### src/rtl/matrix_loader_pkg.sv
// Shared types and helpers for the matrix stream loader: FSM states,
// pair/beat count derivation and the engine load-format beat packer.
package matrix_loader_pkg;

  typedef enum logic [1:0] {
    IDLE,
    LOAD,
    DRAIN
  } state_t;

  // Widest element the packer handles; the top truncates to its own beat width.
  localparam int MAX_W = 32;

  typedef logic [MAX_W-1:0]   elem_t;
  typedef logic [4*MAX_W-1:0] wide_beat_t;

  function automatic int pairs_of(input int mw);
    return mw * mw;
  endfunction

  function automatic int beats_of(input int mw);
    return (mw * mw) / 2;
  endfunction

  // {A[r][c], A[r+1][c], B[r][c], B[r+1][c]}, each field w bits wide.
  function automatic wide_beat_t pack_beat(input elem_t a_hi, input elem_t a_lo,
                                           input elem_t b_hi, input elem_t b_lo,
                                           input int w);
    wide_beat_t beat;
    beat = wide_beat_t'(b_lo);
    beat = beat | (wide_beat_t'(b_hi) << w);
    beat = beat | (wide_beat_t'(a_lo) << (2 * w));
    beat = beat | (wide_beat_t'(a_hi) << (3 * w));
    return beat;
  endfunction

endpackage

### src/rtl/beat_fifo.sv
// Two-entry synchronous FIFO holding packed beats between the packer and the engine.
module beat_fifo #(
  parameter int W = 32
) (
  input  logic         clk,
  input  logic         reset,
  input  logic         push,
  input  logic         pop,
  input  logic [W-1:0] wdata,
  output logic [W-1:0] head,
  output logic [1:0]   count
);

  logic [W-1:0] mem [2];
  logic         wr_ptr;
  logic         rd_ptr;
  logic         do_push;
  logic         do_pop;

  assign do_push = push && (count != 2'd2);
  assign do_pop  = pop && (count != 2'd0);
  assign head    = mem[rd_ptr];

  always_ff @(posedge clk) begin
    if (reset) begin
      mem[0] <= '0;
      mem[1] <= '0;
      wr_ptr <= 1'b0;
      rd_ptr <= 1'b0;
      count  <= 2'd0;
    end else begin
      if (do_push) begin
        mem[wr_ptr] <= wdata;
        wr_ptr      <= ~wr_ptr;
      end
      if (do_pop) begin
        rd_ptr <= ~rd_ptr;
      end
      case ({do_push, do_pop})
        2'b10:   count <= count + 2'd1;
        2'b01:   count <= count - 2'd1;
        default: count <= count;
      endcase
    end
  end

endmodule

### src/rtl/matrix_stream_loader.sv
// Packs column-major (A, B) element pairs into two-row engine load beats,
// buffers them in a 2-entry FIFO and flags the end of a matrix load.
module matrix_stream_loader
  import matrix_loader_pkg::*;
#(
  parameter int WIDTH        = 8,
  parameter int NUM_ELEMENTS = 4,
  parameter int MATRIX_WIDTH = 4
) (
  input  logic                          clk,
  input  logic                          reset,
  input  logic                          start,
  input  logic                          in_valid,
  input  logic [WIDTH-1:0]              in_a,
  input  logic [WIDTH-1:0]              in_b,
  output logic                          in_ready,
  input  logic                          sink_ready,
  output logic [NUM_ELEMENTS*WIDTH-1:0] rdata,
  output logic                          read_en,
  output logic                          busy,
  output logic                          load_done
);

  localparam int BEAT_W = NUM_ELEMENTS * WIDTH;
  localparam int PAIRS  = pairs_of(MATRIX_WIDTH);
  localparam int BEATS  = beats_of(MATRIX_WIDTH);
  localparam int RW     = (MATRIX_WIDTH > 1) ? $clog2(MATRIX_WIDTH) : 1;
  localparam int PW     = $clog2(PAIRS + 1);
  localparam int BW     = $clog2(BEATS + 1);

  if (NUM_ELEMENTS != 4) begin : g_bad_num_elements
    $error("matrix_stream_loader: NUM_ELEMENTS must be 4");
  end
  if ((MATRIX_WIDTH % 2) != 0 || MATRIX_WIDTH < 2) begin : g_bad_matrix_width
    $error("matrix_stream_loader: MATRIX_WIDTH must be even");
  end
  if (WIDTH > MAX_W || WIDTH < 1) begin : g_bad_width
    $error("matrix_stream_loader: WIDTH out of range");
  end

  state_t            state;
  logic [RW-1:0]     row_cnt;
  logic [RW-1:0]     col_cnt;
  logic [PW-1:0]     pair_cnt;
  logic [BW-1:0]     beat_cnt;
  logic              half_full;
  logic [WIDTH-1:0]  half_a;
  logic [WIDTH-1:0]  half_b;
  logic [BEAT_W-1:0] push_beat;
  logic [BEAT_W-1:0] head;
  logic [1:0]        fifo_count;
  logic              accept;
  logic              push;
  logic              pop;

  // Ready depends only on registered state, so a push always finds space.
  assign in_ready  = (state == LOAD) && (fifo_count < 2'd2);
  assign busy      = (state != IDLE);
  assign accept    = in_valid && in_ready;
  assign push      = accept && half_full;
  assign pop       = (fifo_count != 2'd0) && sink_ready;
  assign push_beat = BEAT_W'(pack_beat(elem_t'(half_a), elem_t'(in_a),
                                       elem_t'(half_b), elem_t'(in_b), WIDTH));

  beat_fifo #(
    .W(BEAT_W)
  ) u_fifo (
    .clk  (clk),
    .reset(reset),
    .push (push),
    .pop  (pop),
    .wdata(push_beat),
    .head (head),
    .count(fifo_count)
  );

  always_ff @(posedge clk) begin
    if (reset) begin
      state     <= IDLE;
      row_cnt   <= '0;
      col_cnt   <= '0;
      pair_cnt  <= '0;
      beat_cnt  <= '0;
      half_full <= 1'b0;
      half_a    <= '0;
      half_b    <= '0;
      rdata     <= '0;
      read_en   <= 1'b0;
      load_done <= 1'b0;
    end else begin
      read_en   <= pop;
      load_done <= pop && (beat_cnt == BW'(BEATS - 1));
      if (pop) begin
        rdata    <= head;
        beat_cnt <= beat_cnt + BW'(1);
      end

      case (state)
        IDLE: begin
          if (start) begin
            state     <= LOAD;
            row_cnt   <= '0;
            col_cnt   <= '0;
            pair_cnt  <= '0;
            beat_cnt  <= '0;
            half_full <= 1'b0;
          end
        end
        LOAD: begin
          if (accept) begin
            // Even rows park in the half register; odd rows complete a beat.
            if (!half_full) begin
              half_a <= in_a;
              half_b <= in_b;
            end
            half_full <= ~half_full;
            if (row_cnt == RW'(MATRIX_WIDTH - 1)) begin
              row_cnt <= '0;
              col_cnt <= col_cnt + RW'(1);
            end else begin
              row_cnt <= row_cnt + RW'(1);
            end
            pair_cnt <= pair_cnt + PW'(1);
            if (pair_cnt == PW'(PAIRS - 1)) begin
              state <= DRAIN;
            end
          end
        end
        DRAIN: begin
          // load_done marks the final read_en; leave one cycle later.
          if (load_done) begin
            state <= IDLE;
          end
        end
        default: state <= IDLE;
      endcase
    end
  end

endmodule

### config.mk
export PLATFORM = sky130hd
export DESIGN_NAME = matrix_stream_loader
export DESIGN_NICKNAME = d
export VERILOG_FILES = /design/src/rtl/matrix_loader_pkg.sv /design/src/rtl/beat_fifo.sv /design/src/rtl/matrix_stream_loader.sv
export SDC_FILE = /design/constraint.sdc
export NUM_CORES = 1
export LEC_CHECK = 0
export ABC_AREA = 1
export BUFFER_PORTS_ARGS = -buffer_cell sky130_fd_sc_hd__buf_2
export CAP_MARGIN = 20
export CELL_PAD_IN_SITES_DETAIL_PLACEMENT = 0
export CELL_PAD_IN_SITES_GLOBAL_PLACEMENT = 2
export CORE_UTILIZATION = 37
export DETAILED_ROUTE_END_ITERATION = 6
export HOLD_SLACK_MARGIN = 0.06
export MAX_ROUTING_LAYER = met4
export PLACE_DENSITY = 0.83
export SYNTH_ARGS = -nofsm -noshare
export SYNTH_HDL_FRONTEND = slang
export SYNTH_HIERARCHICAL = 1
export SYNTH_SLANG_ARGS = --single-unit
### constraint.sdc
create_clock -name clk -period 2.7 [get_ports clk]
set_input_delay 0 -clock clk [delete_from_list [all_inputs] [get_ports clk]]
set_output_delay 0 -clock clk [all_outputs]
set_load 0.01 [all_outputs]
# After elaboration in Yosys (flattened, before gate mapping)
# Memories as Yosys holds them, arrays and structs flattened. A register that Yosys moved wholly into a read port is not among the register bits.
# Cells that the tools add are included.
[totals]
output_inout_bits = 36
regBits = 34
mem_bits_rw = 64
memories = 1
word_cells = 73
in_bits = 21
[classes]
n_eq_ne = 11
n_mux = 23
n_addsub = 4
reduce_logical = 16
bitwise = 6
n_lt_le_gt_ge = 1
[memory_table]
columns = ["name", "words", "word_bits", "read_ports", "rd_clocked_by_memory_dff", "write_ports", "line_no", "source"]
rows = [
  ["u_fifo.mem", 2, 32, 1, 1, 2, "beat_fifo.sv:14", "logic [W-1:0] mem [2];"],
]
[op_table]
columns = ["cell", "count"]
rows = [
  ["$mux 32", 1],
  ["$or 24x32->32", 1],
  ["$reduce_or 32->1", 1],
  ["$or 16x24->24", 1],
  ["$or 8x16->16", 1],
  ["$mux 4", 3],
  ["$mux 5", 2],
  ["$pmux 5 s2", 1],
  ["$mux 1", 9],
  ["$mux 2", 4],
  ["$ne 2x2->1 const B", 4],
  ["$reduce_bool 2->1", 4],
  ["$logic_and 1x1->1", 7],
  ["$pmux 2 s3", 1],
  ["$reduce_and 3->1", 2],
  ["$add 5x1->5 const B", 1],
  ["$eq 5x4->1 const B", 1],
  ["$add 4x1->4 const B", 1],
  ["$eq 2x1->1 const B", 2],
  ["$eq 2x2->1 const B", 2],
  ["$eq 4x3->1 const B", 1],
  ["$pmux 2 s2", 1],
  ["$reduce_and 4->1", 1],
  ["$not 1->1", 3],
  ["other kinds (6)", 6],
]

# Logic depth before layout (Yosys ltp)
# Gate-level depths: netlist (run 1).
[logic_depth]
depth_word = 10
mapped_depth = 11
depth_no_buf = 11

# Modules after synthesis
# Netlist (run 1), hierarchy kept.
[modules_own_cells]
columns = ["mod", "seq_area_each_um2", "cells_per_inst", "n_inst", "area_each_um2"]
rows = [
  ["beat_fifo", 2021.9, 239, 1, 3019.1],
  ["matrix_stream_loader", 1241.2, 349, 1, 2541.2],
]

# Least setup slack after synthesis (run 1)
# Ideal clock, no wire load.
[synth_timing]
kind = "reg-to-reg"
startpoint = "register state[0]"
endpoint = "memory u_fifo.mem[0][0], enable pin"
arrival_time_ns = 2.056
path_buffers = 1
slack_ns = 0.254
t_required_ns = 2.311
setup_ns = 0.389
period_less_slack_ns = 2.446
path_stages_with_launch = 10
path_cell_list = "dfxtp_1 inv_2 nor2_4 nand3_4 nor2_1 nand2_4 nor2_4 nand2_4 buf_6 nand2_1"
[synth_rtl]
columns = ["item", "line_no", "source"]
rows = [
  ["from (decl)", "matrix_stream_loader.sv:41", "state_t state;"],
  ["from (signal assigned)", "matrix_stream_loader.sv:79", "state <= IDLE;"],
  ["from (signal assigned)", "matrix_stream_loader.sv:101", "state <= LOAD;"],
  ["from (signal assigned)", "matrix_stream_loader.sv:125", "state <= DRAIN;"],
  ["to (decl)", "beat_fifo.sv:14", ""],
]

==> results of run 1 <==
-- sequential cells by signal (all words and copies together) (netlist names), named ones only --
signal and cells:
read_en 1, half_a 8, rdata 32, pair_cnt 5
state 2, u_fifo/wr_ptr 1, u_fifo/rd_ptr 1, beat_cnt 4
half_full 1, load_done 1, u_fifo/count 2, half_b 8
u_fifo/mem 64
-- what timing repair did --
| item | in CTS | in global routing |
|---|---|---|
| setup buffers | 0 | 0 |
| gates resized for setup | 0 | 0 |
| hold buffers | 19 | 0 |
| hold endpoints to repair | 56 | 0 |
-- layout by cell type (no fill, tap or decap), types with 2 or more instances in the layout --
cell type	synthesis	routed
sky130_fd_sc_hd__nand3_4	2	2
sky130_fd_sc_hd__buf_4	9	10
sky130_fd_sc_hd__dlygate4sd3_1	0	19
sky130_fd_sc_hd__inv_1	67	67
sky130_fd_sc_hd__o21ai_0	33	33
sky130_fd_sc_hd__edfxtp_1	64	64
sky130_fd_sc_hd__nand2_2	2	2
sky130_fd_sc_hd__nand4_1	2	2
sky130_fd_sc_hd__nand3b_1	2	2
sky130_fd_sc_hd__nand3_1	14	14
sky130_fd_sc_hd__clkbuf_1	3	4
sky130_fd_sc_hd__nor2_4	3	3
sky130_fd_sc_hd__ha_1	4	4
sky130_fd_sc_hd__clkinvlp_4	0	2
sky130_fd_sc_hd__mux2_1	2	2
sky130_fd_sc_hd__buf_2	10	56
sky130_fd_sc_hd__a21oi_1	6	6
sky130_fd_sc_hd__o21ai_1	3	2
sky130_fd_sc_hd__clkinv_1	1	3
sky130_fd_sc_hd__nor2_1	172	172
sky130_fd_sc_hd__clkinv_4	0	2
sky130_fd_sc_hd__nor2_2	10	10
sky130_fd_sc_hd__nor3_1	2	2
sky130_fd_sc_hd__nand2_1	60	60
sky130_fd_sc_hd__inv_2	4	4
sky130_fd_sc_hd__nand2_4	4	4
sky130_fd_sc_hd__dfxtp_1	67	67
sky130_fd_sc_hd__clkbuf_8	0	2
sky130_fd_sc_hd__mux2_2	30	30
sky130_fd_sc_hd__bufinv_16	0	2
sky130_fd_sc_hd__clkbuf_16	0	17
-- where the power goes --
group,switching [mW],internal (mW),leakage (nW)
logic,0.432,0.237,1.39
registers,0.0804,2.22,1.20
clock network,0.810,1.40,0.272
-- through the flow --
stage,hold slack [ns],utilization [%],worst slack [ns],area [um2]
global route,0.160,46.1,0.362,6720
CTS,0.124,46.1,0.529,6720
global placement,0.251,40.8,0.587,5960
floorplan,0.135,-,0.254,5560
detailed placement,0.252,40.8,0.536,5960
finish,0.130,46.1,0.552,6720
-- worst max-delay path: cells and delay by family, from the launching register on --
kind	cells	cell delay (ns)
and+or+nand+nor	7	0.88
buffers and inverters	2	0.47
DFF	1	0.42
-- worst min path at each step --
| stage | depth (start not counted) | slack (ns) | end | startpoint |
|---|---|---|---|---|
| floorplan | 2 | 0.13 | half_b[1]$_SDFFE_PP0P_ | in_b[1] |
| global placement | 3 | 0.25 | half_b[2]$_SDFFE_PP0P_ | in_b[2] |
| detailed placement | 3 | 0.25 | half_b[3]$_SDFFE_PP0P_ | in_b[3] |
| CTS | 6 | 0.12 | flop | sink_ready |
| global route | 4 | 0.16 | read_en$_SDFF_PP0_ | sink_ready |
| finish | 6 | 0.13 | flop | sink_ready |
-- final cells by class --
class	instances	area share (%)
Timing Repair Buffer	85	8.11
Clock buffer	23	6.96
Sequential cell	131	48.5
Inverter	72	4.02
Clock inverter	9	1.56
Multi-Input combinational cell	357	27.4
Tap cell	184	3.42
-- metal layers --
metal  up-vias  part of all wire, %  wire length (um)
met5         -                    0                 0
met4         0                  1.1               126
met3         8                  3.4               383
met2        57                   50              5580
met1      1800                   45              5060
li1       2013                    -                 -
-- kinds of logic (layout without fill, tap and decap cells) --
family	after synthesis	after routing	share of synthesized area (%)
AO/OA/AOI/OAI	45	45	4.21
adder cells (fa/ha/maj)	4	4	0.900
buffers and inverters	100	189	8.28
flip-flops	131	131	58.7
multiplexers	32	32	6.48
AND/OR/NAND/NOR	276	276	21.4
==> impl_metrics.yaml, run 1 <==
drt:
  dr.pass1.iters: 6
  drt_drc_violations_left: 0
  wirelength_routed_um: 11100
  detail_route.wl_per_cell_um: 12.9
  antenna_left: 0
  viasPerCell: 4.50
  detailedRoute.firstIterationViolations: 195
  num_vias: 3878
setup_path:
  critical_path.endpoint_type: "flop"
  worst-endpoint-arrival_ns: 2.21
  cp_slowest_stage_delay_ns: 0.42
  worst_setup_path_startpoint: "state[0]$_SDFFE_PP0P_"
  worstPathMaxFanout: 32
  reg2reg_to: "u_fifo/mem[0][31]$_SDFFCE_PN0P_"
  worstSetupEndpoint: "u_fifo/mem[0][31]$_SDFFCE_PN0P_"
  element_type_at_the_critical_path_start: "flop"
  worstSetupPathType: "flop to flop"
  regToRegSetupSlack_ns: 0.55
  path_cells: "inv_2 > nor2_4 > nand3_4 > nor2_1 > nand2_4 > nor2_4 > nand2_4 > nand2_1 > buf_4"
  crit_required_ns: 2.77
  critPathSlowestCell: "sky130_fd_sc_hd__dfxtp_1"
  r2r.worst_path.cells: 9
  worst_r2r_startpoint: "state[0]$_SDFFE_PP0P_"
job:
  cap_viol_max_count: 0
timing:
  setup_violations: 0
  final_period_minus_worst_setup_slack_ns: 2.15
  worstMarginPinSlew_ns: 0.542
  worst_slew_slack_as_a_fraction_of_its_limit_pct: 63.7
  worst_clock_skew_ns: 0.00676
  setup_tns_ns: 0
  final-max-slew-violation-count: 0
  final_period_utilization_pct: 79.6
  finalHoldViolCount: 0
  grt_setup_unrepaired: "false"
  fmax_ghz: 0.465
logic_synthesis:
  synth-seq-cells: 131
  synth.yosys.warnings: 6
  top_count_cell_post_synth: "sky130_fd_sc_hd__nor2_1"
  synthTopCellsByArea: "sky130_fd_sc_hd__edfxtp_1, sky130_fd_sc_hd__dfxtp_1, sky130_fd_sc_hd__nor2_1"
  synth.yosys.seq_area_share_pct: 58.7
  syn-instance-count: 588
  netlist_top_cells_count: "sky130_fd_sc_hd__nor2_1, sky130_fd_sc_hd__dfxtp_1, sky130_fd_sc_hd__inv_1"
  syn-mean-instance-area_um2: 9.46
  synth_top_area_cell: "sky130_fd_sc_hd__edfxtp_1"
  postSynth.asyncResetShare_pct: 0
  synth.cell_area_um2: 5560
  synthesis.nets: 613
  synth.top_cell.area_share_pct: 34.6
  synth_enable_flop_cells: 64
  ys_dominant_reg_cell: "sky130_fd_sc_hd__dfxtp_1"
  synthDistinctLibCells: 33
placed_design:
  dpl.hpwl_um: 6910
  port_buffers: 56
  globalplace.congestion: 0.781
  placed_instances: 810
run_status:
  status: "complete, no violations"
clock_tree:
  clk_root_buffer_cell: "sky130_fd_sc_hd__clkbuf_16"
  clk_path_buf_depth: 2
  clkLatencyLatePin_ns: 0.42
  cts_buffers: 17
  cts_num_sinks: 131
  clkSlewWorstSetupHoldPaths_ns: 0.06
  htree_levels: 4
  cts_tree: "yes"
global_route:
  first_pass_grt_wire_length_um: 18200
  grt_max_degree: 38
  grt.busiest_layer: "met2"
  gr-total-overflow: 0
  global_route.usage.met3_pct: 4.85
  antenna_found_initial: 0
  met1_usage_pct: 18.1
  use_met2_pct: 25.9
  gr-usage-all-layers_pct: 15.8
  first_global_vias: 3745
worst_hold_path:
  worst_hold_path_type: "input port to flop"
final_layout:
  multi_input_comb_area_um2: 1840
  stdcell_count: 861
  fill_cells: 1397
  number_of_diodes_added_for_antenna_fixing: 0
  final_layout_size_suffix_gt1_share_pct: 22.3
  reg_area_um2: 3260
  num-nets-final: 689
  flow.area_growth_from_synthesis_pct: 20.9
pwr:
  powerDensity_nw_per_um2: 771
  power.total_mw: 5.18
  total_leakage_power_nw: 2.87
  peakVddDrop_mv: 0.454
floorplanning:
  die_y_um: 125
  width_of_the_chip_um: 125
  initial_cell_density_of_the_core_pct: 38.1
  fp.coreArea_um2: 14600
  io_pins: 57
  num_rows: 44
  die_area_um2: 15500
No activity file was read; power rests on OpenSTA's default activity.
==> run 2, diff against run 1 <==
--- a/config.mk
+++ b/config.mk
@@ -10,11 +10,11 @@
 export CAP_MARGIN = 20
 export CELL_PAD_IN_SITES_DETAIL_PLACEMENT = 0
 export CELL_PAD_IN_SITES_GLOBAL_PLACEMENT = 2
-export CORE_UTILIZATION = 37
+export CORE_UTILIZATION = 33
 export DETAILED_ROUTE_END_ITERATION = 6
 export HOLD_SLACK_MARGIN = 0.06
 export MAX_ROUTING_LAYER = met4
-export PLACE_DENSITY = 0.83
+export PLACE_DENSITY = 0.79
 export SYNTH_ARGS = -nofsm -noshare
 export SYNTH_HDL_FRONTEND = slang
 export SYNTH_HIERARCHICAL = 1
==> constraint.sdc (replaced) <==
create_clock -name clk -period 1.9 [get_ports clk]
set_input_delay 0 -clock clk [delete_from_list [all_inputs] [get_ports clk]]
set_output_delay 0 -clock clk [all_outputs]
set_load 0.01 [all_outputs]
==> impl_metrics.yaml, run 2 (same netlist as run 1, synthesis figures left out) <==
final_layout:
  largest_register_ffs: 64
  reg_area_um2: 3260
  largest_regs: "u_fifo/mem x64, rdata x32"
  layout.cells.most_common_list: "sky130_fd_sc_hd__nor2_1, sky130_fd_sc_hd__inv_1, sky130_fd_sc_hd__dfxtp_1"
  fill_cells: 1639
  flow.area_growth_from_synthesis_pct: 22.8
  number_of_diodes_added_for_antenna_fixing: 0
  final_layout_size_suffix_gt1_share_pct: 23.6
  layout_commonest_cell: "sky130_fd_sc_hd__nor2_1"
  regMostFlops: "u_fifo/mem"
  num-nets-final: 689
  multi_input_comb_area_um2: 1880
  stdcell_area_um2: 6830
pwr:
  peakVddDrop_mv: 0.690
  power.total_mw: 7.46
  power.clock.fraction_pct: 42.9
  powerDensity_nw_per_um2: 1090
  sequentialPowerShare_pct: 43.8
  total_switching_power_mw: 1.96
  power.switching_fraction_pct: 26.3
  p_comb_share_pct: 13.3
  total_leakage_power_nw: 2.87
  power.internal_mw: 5.50
setup_path:
  worstPathMaxFanout: 33
  reg2reg_to: "u_fifo/mem[0][12]$_SDFFCE_PN0P_"
  element_type_at_the_critical_path_start: "flop"
  worst_r2r_startpoint: "state[0]$_SDFFE_PP0P_"
  critical_path.endpoint_type: "flop"
  path_cells: "inv_2 > nor2_4 > nand3_4 > nor2_2 > nand2_4 > nor2_4 > nand2_4 > buf_4 > nor2_1"
  worstSetupPathType: "flop to flop"
  regToRegSetupSlack_ns: 0.18
  timing.critical_path.max_delay_family: "simple AND/OR/NAND/NOR gates"
  worst-path-buf-inv: 2
  crit_required_ns: 2.16
  r2r.worst_path.cells: 9
  critPathSlowestCell: "sky130_fd_sc_hd__dfxtp_1"
  worst-endpoint-arrival_ns: 1.98
  cp_slowest_stage_delay_ns: 0.36
placed_design:
  area_post_placement_um2: 6050
  globalplace.congestion: 0.751
  port_buffers: 56
  dpl.hpwl_um: 7170
global_route:
  gr-usage-all-layers_pct: 14.9
  first_global_vias: 3963
  antenna_found_initial: 0
  gr-total-overflow: 0
  grt_max_degree: 38
  first_pass_grt_wire_length_um: 19400
clock_tree:
  cts_tree: "yes"
  cts_setup_buffers: 0
  clkLatencyLatePin_ns: 0.41
  clkSlewWorstSetupHoldPaths_ns: 0.06
  cts_buffers: 17
  htree_levels: 4
  cts_num_sinks: 131
  clk_root_buffer_cell: "sky130_fd_sc_hd__clkbuf_16"
  clk_path_buf_depth: 2
job:
  cap_viol_max_count: 0
timing:
  final-max-slew-violation-count: 0
  grt_setup_unrepaired: "false"
  worst_clock_skew_ns: 0.00757
  setup_tns_ns: 0
  finalHoldViolCount: 0
  setup_violations: 0
  final_period_utilization_pct: 90.4
  final_period_minus_worst_setup_slack_ns: 1.72
  fmax_ghz: 0.582
  worstMarginPinSlew_ns: 0.450
  worst_slew_slack_as_a_fraction_of_its_limit_pct: 70.0
run_status:
  status: "complete, no violations"
worst_hold_path:
  worstHoldStart: "sink_ready"
  hold-path-cell-count: 6
  worst_hold_path_type: "input port to flop"
drt:
  uppermost_routed_layer: "met4"
  met2_wirelength_um: 5350
  num_vias: 3876
  wl_met1_um: 5540
  wirelength_routed_um: 11500
  dr.pass1.iters: 4
  detailedRoute.firstIterationViolations: 239
  viasPerCell: 4.32
  detail_route.wl_per_cell_um: 12.8
  drt_drc_violations_left: 0
  length_of_routed_met3_wiring_um: 404
  antenna_left: 0
floorplanning:
  die_y_um: 132
  die_area_um2: 17400
  width_of_the_chip_um: 132
  io_pins: 57
  initial_cell_density_of_the_core_pct: 33.6
  num_rows: 47
  fp.coreArea_um2: 16500
run 2: cell types whose count changed in the layout (fill, tap and decap cells not counted), sizes merged:
cell / previous run / this run
clkbuf: 23 / 19
clkinv: 6 / 4
clkinvlp: 2 / 8
run 2: power by group through the flow:
stage          sequential, mW  clock [mW]  combinational [mW]
6_report                 3.27        3.20               0.991
2_1_floorplan            3.31           0               0.742
3_3_place_gp             3.32           0               0.958
5_1_grt                  3.29        3.41                1.15
3_5_place_dp             3.33           0               0.969
4_1_cts                  3.27        3.29                1.01
run 2: cell type report:
| class | instances | area share, % |
|---|---|---|
| Clock inverter | 13 | 1.98 |
| Inverter | 72 | 3.96 |
| Tap cell | 220 | 4.03 |
| Timing Repair Buffer | 85 | 8.17 |
| Multi-Input combinational cell | 357 | 27.5 |
| Clock buffer | 19 | 6.63 |
| Sequential cell | 131 | 47.8 |
run 2: worst max path at each step:
stage,from,endpoint,slack [ns],depth (start not counted)
after floorplan,state[0]$_SDFFE_PP0P_,u_fifo/mem[0][0]$_SDFFCE_PN0P_,0.05,9
after global placement,state[0]$_SDFFE_PP0P_,u_fifo/mem[0][8]$_SDFFCE_PN0P_,0.22,8
after detailed placement,state[0]$_SDFFE_PP0P_,u_fifo/mem[0][30]$_SDFFCE_PN0P_,0.12,9
after CTS,state[0]$_SDFFE_PP0P_,u_fifo/mem[0][12]$_SDFFCE_PN0P_,0.06,9
after global routing,state[0]$_SDFFE_PP0P_,u_fifo/count[1]$_SDFFE_PP0P_,0.05,11
final,state[0]$_SDFFE_PP0P_,u_fifo/mem[0][12]$_SDFFCE_PN0P_,0.18,9
run 2: layer usage:
| layer | vias to the layer above | GRT usage (%) |
|---|---|---|
| li1 | 2013 | - |
| met1 | 1787 | 17.5 |
| met2 | 61 | 23.8 |
| met3 | 15 | 4.00 |
| met4 | 0 | 6.65 |
| met5 | - | - |
run 2: timing repair:
item / in CTS / in global routing
hold buffers: 19 / 0
hold endpoints to repair: 55 / 0
endpoints found under the setup margin: 0 / 13
gates resized for setup: 0 / 1
run 2: worst reg2reg max path: cells and delay by family (launching register included):
kind                   cells  cell delay [ns]
AND/OR/NAND/NOR            7             0.85
buffers and inverters      2             0.35
flip-flops                 1             0.36
run 2: stage by stage:
step	util [%]	hold WS (ns)	instances	setup slack [ns]
after detailed placement	36.6	0.258	846	0.117
after global routing	41.3	0.190	897	0.0504
final	41.3	0.118	897	0.183
after global placement	36.6	0.256	846	0.220
after CTS	41.3	0.0941	897	0.0604
after floorplan	-	0.135	588	0.0495
